$ cat config.mk
export PLATFORM = sky130hd
export DESIGN_NAME = usb_rx_txn_ctrl
export DESIGN_NICKNAME = d
export VERILOG_FILES = /design/src/rtl/usb_rx_txn_ctrl.sv
export SDC_FILE = /design/constraint.sdc
export NUM_CORES = 1
export LEC_CHECK = 0
export CAP_MARGIN = 25
export CORE_MARGIN = 8
export CORE_UTILIZATION = 50
export CTS_CLUSTER_DIAMETER = 100
export CTS_CLUSTER_SIZE = 12
export DETAILED_ROUTE_END_ITERATION = 10
export GPL_TIMING_DRIVEN = 0
export PLACE_DENSITY_LB_ADDON = 0.15
export SYNTH_ARGS = -nofsm -noshare
export SYNTH_HDL_FRONTEND = slang
export SYNTH_SLANG_ARGS = --single-unit
$ cat constraint.sdc
create_clock -name clk -period 2.66 [get_ports clk]
set_input_delay 0.399 -clock clk [delete_from_list [all_inputs] [get_ports clk]]
set_output_delay 0.399 -clock clk [all_outputs]
set_load 0.02 [all_outputs]
$ cat src/rtl/usb_rx_txn_ctrl.sv
// Receive-transaction controller: sequences the token, data and handshake packets of an
// OUT transaction and streams the data payload downstream, holding back the trailing CRC16.
module usb_rx_txn_ctrl #(
  parameter int         MAX_DATA_BYTES = 8,
  parameter int         TIMEOUT_CYCLES = 1024,
  parameter logic [7:0] SYNC_BYTE      = 8'h80,
  parameter logic [7:0] TOKEN_PID      = 8'h96,
  parameter logic [7:0] DATA0_PID      = 8'h3C,
  parameter logic [7:0] DATA1_PID      = 8'hB4,
  parameter logic [7:0] ACK_PID        = 8'h2D,
  localparam int        CW             = $clog2(MAX_DATA_BYTES + 1)
) (
  input  logic          clk,
  input  logic          rst,
  input  logic          byte_valid,
  input  logic [7:0]    byte_data,
  input  logic          eop,
  input  logic          crc5_ok,
  input  logic          crc16_ok,
  input  logic          clear_toggle,
  output logic          wr_en,
  output logic [7:0]    wr_data,
  output logic [CW-1:0] byte_count,
  output logic          rcv_data_ready,
  output logic          rcv_error,
  output logic [2:0]    error_code,
  output logic          data_toggle,
  output logic          busy
);

  localparam int TW = $clog2(TIMEOUT_CYCLES);
  localparam logic [TW-1:0] TMO_LAST = TW'(TIMEOUT_CYCLES - 1);
  localparam logic [CW-1:0] MAX_CNT  = CW'(MAX_DATA_BYTES);

  localparam logic [2:0] ERR_SYNC    = 3'd1;
  localparam logic [2:0] ERR_PID     = 3'd2;
  localparam logic [2:0] ERR_TOGGLE  = 3'd3;
  localparam logic [2:0] ERR_CRC     = 3'd4;
  localparam logic [2:0] ERR_FRAME   = 3'd5;
  localparam logic [2:0] ERR_TIMEOUT = 3'd6;

  typedef enum logic [3:0] {
    S_IDLE, S_TOK_PID, S_TOK_BODY, S_TOK_EOP,
    S_DATA_WAIT, S_DATA_PID, S_DATA_BODY,
    S_HS_WAIT, S_HS_PID, S_HS_EOP,
    S_DONE, S_ERR, S_DRAIN
  } state_t;

  state_t        state, next_state;
  logic [TW-1:0] tmo_cnt;
  logic          tmo_hit;
  logic          counting;
  logic          tok_cnt;
  logic [7:0]    dl_old, dl_new;
  logic [1:0]    dl_cnt;
  logic [2:0]    err_code;
  logic          push;

  assign tmo_hit  = (tmo_cnt == TMO_LAST);
  // The drain timer runs regardless of bytes so a babbling sender cannot stall us.
  assign counting = (((state == S_DATA_WAIT) || (state == S_HS_WAIT)) && !byte_valid) ||
                    (state == S_DRAIN);

  always_comb begin
    // NOTE: every signal driven here gets a default first, so no path can infer a latch.
    next_state = state;
    err_code   = 3'd0;
    push       = 1'b0;
    if (byte_valid && eop && !(state inside {S_DONE, S_ERR, S_DRAIN})) begin
      next_state = S_ERR;
      err_code   = ERR_FRAME;
    end else begin
      case (state)
        S_IDLE: if (byte_valid) begin
          if (byte_data == SYNC_BYTE) next_state = S_TOK_PID;
          else begin next_state = S_ERR; err_code = ERR_SYNC; end
        end
        S_TOK_PID: if (byte_valid) begin
          if (byte_data == TOKEN_PID) next_state = S_TOK_BODY;
          else begin next_state = S_ERR; err_code = ERR_PID; end
        end else if (eop) begin next_state = S_ERR; err_code = ERR_FRAME; end
        S_TOK_BODY: if (byte_valid && tok_cnt) next_state = S_TOK_EOP;
          else if (eop) begin next_state = S_ERR; err_code = ERR_FRAME; end
        S_TOK_EOP: if (byte_valid) begin next_state = S_ERR; err_code = ERR_FRAME; end
          else if (eop) begin
            if (crc5_ok) next_state = S_DATA_WAIT;
            else begin next_state = S_ERR; err_code = ERR_CRC; end
          end
        S_DATA_WAIT, S_HS_WAIT: if (byte_valid) begin
          if (byte_data == SYNC_BYTE) next_state = (state == S_DATA_WAIT) ? S_DATA_PID : S_HS_PID;
          else begin next_state = S_ERR; err_code = ERR_SYNC; end
        end else if (tmo_hit) begin next_state = S_ERR; err_code = ERR_TIMEOUT; end
        S_DATA_PID: if (byte_valid) begin
          if ((byte_data == DATA0_PID && !data_toggle) || (byte_data == DATA1_PID && data_toggle))
            next_state = S_DATA_BODY;
          else if (byte_data == DATA0_PID || byte_data == DATA1_PID) begin
            next_state = S_ERR; err_code = ERR_TOGGLE;
          end else begin next_state = S_ERR; err_code = ERR_PID; end
        end else if (eop) begin next_state = S_ERR; err_code = ERR_FRAME; end
        S_DATA_BODY: if (byte_valid) begin
          if (dl_cnt == 2'd2) begin
            if (byte_count == MAX_CNT) begin next_state = S_ERR; err_code = ERR_FRAME; end
            else push = 1'b1;
          end
        end else if (eop) begin
          if (dl_cnt != 2'd2) begin next_state = S_ERR; err_code = ERR_FRAME; end
          else if (!crc16_ok) begin next_state = S_ERR; err_code = ERR_CRC; end
          else next_state = S_HS_WAIT;
        end
        S_HS_PID: if (byte_valid) begin
          if (byte_data == ACK_PID) next_state = S_HS_EOP;
          else begin next_state = S_ERR; err_code = ERR_PID; end
        end else if (eop) begin next_state = S_ERR; err_code = ERR_FRAME; end
        S_HS_EOP: if (byte_valid) begin next_state = S_ERR; err_code = ERR_FRAME; end
          else if (eop) next_state = S_DONE;
        S_DONE:  next_state = S_IDLE;
        S_ERR:   next_state = S_DRAIN;
        S_DRAIN: if (eop || tmo_hit) next_state = S_IDLE;
        default: next_state = S_IDLE;
      endcase
    end
  end

  always_ff @(posedge clk or posedge rst) begin
    if (rst) begin
      state          <= S_IDLE;
      busy           <= 1'b0;
      rcv_data_ready <= 1'b0;
      rcv_error      <= 1'b0;
      error_code     <= 3'd0;
      data_toggle    <= 1'b0;
      wr_en          <= 1'b0;
      wr_data        <= 8'd0;
      byte_count     <= '0;
      tmo_cnt        <= '0;
      tok_cnt        <= 1'b0;
      dl_old         <= 8'd0;
      dl_new         <= 8'd0;
      dl_cnt         <= 2'd0;
    end else begin
      // NOTE: state registers use non-blocking assignments so every register samples pre-edge values.
      state          <= next_state;
      busy           <= (next_state != S_IDLE);
      rcv_data_ready <= (next_state == S_DONE);
      rcv_error      <= (next_state == S_ERR);
      wr_en          <= push;
      if (next_state == S_ERR) error_code <= err_code;

      if (clear_toggle)                data_toggle <= 1'b0;
      else if (next_state == S_DONE)   data_toggle <= ~data_toggle;

      if (next_state != state) begin
        tmo_cnt <= '0;
        tok_cnt <= 1'b0;
      end else begin
        if (counting) tmo_cnt <= tmo_cnt + TW'(1);
        if (state == S_TOK_BODY && byte_valid) tok_cnt <= 1'b1;
      end

      // Two-byte delay line: the newest two bytes are always the CRC16 candidates.
      if (next_state == S_DATA_PID && state != S_DATA_PID) begin
        byte_count <= '0;
        dl_cnt     <= 2'd0;
      end else if (push) begin
        wr_data    <= dl_old;
        byte_count <= byte_count + CW'(1);
        dl_old     <= dl_new;
        dl_new     <= byte_data;
      end else if (state == S_DATA_BODY && next_state == S_DATA_BODY && byte_valid) begin
        if (dl_cnt == 2'd0) dl_old <= byte_data;
        else                dl_new <= byte_data;
        dl_cnt <= dl_cnt + 2'd1;
      end
    end
  end

endmodule

Word level (Yosys, flattened, before mapping)
Cells that the tools add are included.
Storage, ports and cells
  register bits: 53
  input bits: 15
Cells by class
  $add $sub $neg: 3
  equal/unequal tests: 29
  multiplexer cells: 75
  bitwise gates (word level): 2
  reductions and logical operators: 34
Operators with widths (count)
  4-bit two-way mux: 28
  3-bit two-way mux: 18
  8-bit two-way mux: 6
  4-bit one-hot mux with 11 select lines: 1
  4-bit == test, second input constant: 8
  3-bit one-hot mux with 9 select lines: 1
  4-bit by 3-bit == test with 1-bit output, second input constant: 6
  8-bit == test, second input constant: 3
  10-bit two-way mux: 2
  8-bit by 6-bit == test with 1-bit output, second input constant: 2
  2-bit two-way mux: 7
  2-bit nonzero test: 7
  1-bit two-way mux: 12
  10-bit by 1-bit adder with 10-bit output, second input constant: 1
  10-bit == test, second input constant: 1
  1-bit logical AND: 10
  4-bit by 2-bit == test with 1-bit output, second input constant: 2
  3-bit AND reduction: 2
  1-bit logical OR: 5
  4-bit by 1-bit adder with 4-bit output, second input constant: 1
  4-bit by 1-bit == test with 1-bit output, second input constant: 1
  4-bit zero test: 1
  2-bit != test, second input constant: 2
  4-bit by 3-bit != test with 1-bit output, second input constant: 1
  other kinds (11): 15

Depth between registers and ports, before layout
  word-level depth: 13
  gate-level depth with buffers: 10
  mapped depth without buffers: 9

Worst setup path after synthesis
No wires, ideal clock.
  path type: reg2reg
  from: register byte_count[0]
  to: register error_code[0]
  data arrival time: 2.559 ns
  cell stages (with the launch flop): 10
  clock period less this slack: 2.688 ns
  setup slack: -0.028 ns
  path buffers: 1
  library setup time: 0.129 ns
  required time: 2.531 ns
  cell sequence: dfrtp_1 > inv_1 > ha_1 > nand3b_1 > o221ai_1 > a31oi_1 > or3_1 > buf_2 > or4b_4 > a2111o_1
Between the ends
  longest elaborated chain between the ends: 7
  elaborated cells between the ends (all ways): 12
  classes of those cells: eq/ne: 2; mux: 10
RTL lines
  from (decl): RTL line 23  | output logic [CW-1:0] byte_count,
  from (signal assigned): RTL line 166  | byte_count <= byte_count + CW'(1);
  4-bit == test: RTL line 102  | if (byte_count == MAX_CNT) begin next_state = S_ERR; err_code = ERR_FRAME; end
  4-bit two-way mux: RTL line 102
  4-bit two-way mux: RTL line 101  | if (dl_cnt == 2'd2) begin
  4-bit two-way mux: RTL line 100  | S_DATA_BODY: if (byte_valid) begin
  4-bit one-hot mux with 11 select lines: RTL line 73  | case (state)
  4-bit two-way mux: RTL line 69  | if (byte_valid && eop && !(state inside {S_DONE, S_ERR, S_DRAIN})) begin
  net next_state[2]: RTL line 49  | state_t state, next_state;
  4-bit == test: RTL line 147  | if (next_state == S_ERR) error_code <= err_code;
  to (signal assigned): RTL line 147
  to (decl): RTL line 26  | output logic [2:0] error_code,
The timed path passes the listed nets, and every way through them passes these cells.
A chain may end at the register's enable or synchronous reset.

Worst setup path after layout
  from: register state[0]
  to: register error_code[0]
Between the ends
  longest elaborated chain between the ends: 7
  elaborated cells between the ends (all ways): 41
  classes of those cells: eq/ne: 13; mux: 23; reduce/logical: 5
RTL lines
  from (decl): RTL line 49
  from (signal assigned): RTL line 142  | state <= next_state;
  4-bit by 3-bit == test with 1-bit output: RTL line 73, 90
  4-bit two-way mux (2 in series): RTL line 90  | if (byte_data == SYNC_BYTE) next_state = (state == S_DATA_WAIT) ? S_DATA_PID : S_HS_PID;
  4-bit two-way mux: RTL line 89  | S_DATA_WAIT, S_HS_WAIT: if (byte_valid) begin
  4-bit one-hot mux with 11 select lines: RTL line 73
  4-bit two-way mux: RTL line 69
  4-bit == test: RTL line 147
Parallel ways exist; a longest one is shown, timed or not.

==> run metrics <==
# DRC=0; final antenna-violating net count=0; Detail Placement HPWL=~6.3 mm; Num CTS Buffers=5; total iterations of the first detailed-routing run=7; Crit Path Class=register to register; Clock Path Buffers=2; PnR worst setup slack=-0.112 ns; vias in the first global route=just under 3k; CTS tree=done; status=finished with violations; Clock Root Buffer=clkbuf_8; post-synthesis mux area share=0.0846; Slew headroom=0.612; CP arrival=slightly below 3 ns; Clk network pwr share=0.142; largest family of logic cells by synthesized area=simple AND/OR/NAND/NOR gates; Tmin final=about 2.8 ns; list of most frequent post-synthesis cells=dfrtp_1 (53), nand2_1 (28), nor2_1 (20); 1st-iter DRT viols=266; GR peak layer=met2; Post-Synth XOR/XNOR Area=0.0342; Flop pwr share=0.260; fraction of registers with async set/reset=1.00; failing checks=setup timing; crit end category=register; Final Hold Fails=0; Leak=between 0.0015 and 0.002 uW; total die area=between 9000 and 10000 sq um; largest net degree at the start of global routing=43; Post-synth EDFFs=0; Primary FF master, synth=dfrtp_1; Tcrit/Tclk final=1.04; gr usage total=0.184; met2 Use GR=0.297; area share of the largest cell type after synthesis=0.398; Peak VDD IR=roughly 0.74 mV; core area=~6400 sq um; Simple-Gate Fraction of Synth Area=0.245; FMAX=0.361 GHz; IO Port Bufs=33; net switching power=roughly 1700 uW; synth top area cells=dfrtp_1 (40%), mux2_2 (5.1%), nand2_1 (3.2%), nor3_1 (2.9%), o21ai_0 (2.9%); Initial Util=0.521; via count=around 3.0k; top-count cell post-synth=dfrtp_1; # diodes=0; FP Rows=29; crit path launch type=register; Gate power share=0.598; met1 usage=0.237; Max Transition Viols Final=0; RSZ-0062 raised after global routing=true; drt wl/cell=about 19 um; Synthesized Nets=370; cell area after synthesis=3330 sq um; cells after synthesis=350; initial antenna violation count=0; post-synthesis adder-cell area fraction=0.0188; worst hold path class=input port to async pin; Final Core Density=0.673; Chip Width=97.6 um; Fill cells=between 500 and 600; hold_buf cts=0; GPL Wtd Cong=0.942; internal power=around 2300 uW; switch share=0.427; WP data required=roughly 2.9 ns; PwrDens=951 nW/um^2; post-place setup slack=-0.893 ns; # setup viols final=2; clock slew at reported path FFs=roughly 0.1 ns; Remaining Overflow, GRT=0; first-pass GRT wire length=about 15 mm; Seq cells post-synth=between 50 and 60; yosys warns=0; GR Util met3=0.0363; Netlist cell types=67; die height=around 98 um; Compound-Gate Fraction of Synth Area=0.165; Area Overhead vs Synth=29.2%; Setup Skew=0.00636 ns; largest fanout on the critical path=8; Clock Latency Late Sink=~0.31 ns; Synth area leader=dfrtp_1; Max-cap violations=0; sequential share of the synthesized area=0.398; DRT Wirelength=9.11 mm; proportion of layout cells with a drive suffix above 1=0.265; via/cell ratio=approximately 6.0; nets@finish=between 400 and 500; clock sinks=53; htree depth=2; Worst-Margin Slew=0.583 ns; area of the multi-input gates=roughly 2000 sq um; register area=between 1000 and 1500 sq um; io pins=35; Power Total=~4100 uW; Mapped Avg Cell Area=roughly 9.5 sq um
cell families (layout without fill, tap and decap cells):
logic type,count (synthesis),count (layout)
and+or+nand+nor,138,138
AOI/OAI and AO/OA,78,78
DFF,53,53
buffers and inverters,37,102
muxes,26,26
xor gates and xnor gates,13,13
adders and majority gates,5,5
critical path: stages (launching register included):
cell and delay (ns):
dfrtp_1 0.41, buf_6 0.14, buf_8 0.13, or2_4 0.25, o21a_1 0.21, nor4_4 0.28
or2_4 0.18, nor2_2 0.05, or4b_4 0.58, a2111o_1 0.42
path summary, 6_finish.rpt:
| path | from | endpoint | slack (ns) | cells past startpoint |
|---|---|---|---|---|
| max in group asynchronous | rst | state[1] | 1.82 | 3 |
| setup reg to reg | state[0] | error_code[0] | -0.11 | 9 |
| hold / removal | rst | tmo_cnt[1] | 0.33 | 2 |
| min in group clk | dl_old[7] | dl_old[7] | 0.48 | 2 |
| hold reg to reg | dl_old[7] | dl_old[7] | 0.48 | 2 |
| setup / recovery | state[0] | error_code[0] | -0.11 | 9 |
flip-flops by register name, summed over array words and instances (netlist names):
| name | cells |
|---|---|
| dl_cnt | 2 |
| tmo_cnt | 10 |
| data_toggle | 1 |
| rcv_data_ready | 1 |
| busy | 1 |
| error_code | 3 |
| dl_new | 8 |
| dl_old | 8 |
| byte_count | 4 |
| rcv_error | 1 |
| wr_en | 1 |
| state | 4 |
| tok_cnt | 1 |
| wr_data | 8 |
stage by stage:
step / std cells / area (sq um) / setup TNS [ns] / hold WS [ns]
final: 492 / 4300 / -0.180 / 0.326
after global placement: 460 / 3760 / -33.98 / 0.465
after global routing: 492 / 4300 / -0.417 / 0.366
after detailed placement: 461 / 3780 / -33.30 / 0.465
after CTS: 479 / 4130 / -0.162 / 0.324
after floorplan: 350 / 3330 / 0 / 0.444
power by group through the flow:
stage               sequential [uW]  clock [uW]  combinational, uW
CTS                            1060         596               2120
global placement               1070           0               1850
global route                   1080         615               2600
finish                         1060         581               2440
floorplan                      1120           0               1300
detailed placement             1080           0               1850
cell type report:
class	instances	area share
sequential	53	0.309
clock buffer	5	0.0160
inverter	19	0.0166
timing repair buffer	57	0.119
buffer	18	0.0314
clock inverter	3	0.0116
multi-input combinational	260	0.474
tap	77	0.0224
placed cells by master (no fill, tap or decap), drive strengths merged, types with 10 or more instances in the layout:
cell type and count:
mux2 17, clkdlybuf4s50 24, dfrtp 53, nand2 29, a21oi 10, buf 39
nor3 19, inv 20, nor2 21, o21ai 24
metal layers:
metal  part of all wire  wire [um]
met5                  0          0
met4              0.016        142
met3              0.055        501
met2               0.47       4310
met1               0.46       4150
what timing repair did:
| item | in CTS | in global routing |
|---|---|---|
| pin swaps | 9 | 15 |
| cloned | 1 | 0 |
| setup buffers | 9 | 13 |
| hold endpoints to repair | 0 | 0 |
| gates resized for setup | 42 | 23 |
| setup endpoints to repair | 48 | 42 |
No activity file was read; power rests on OpenSTA's default activity.
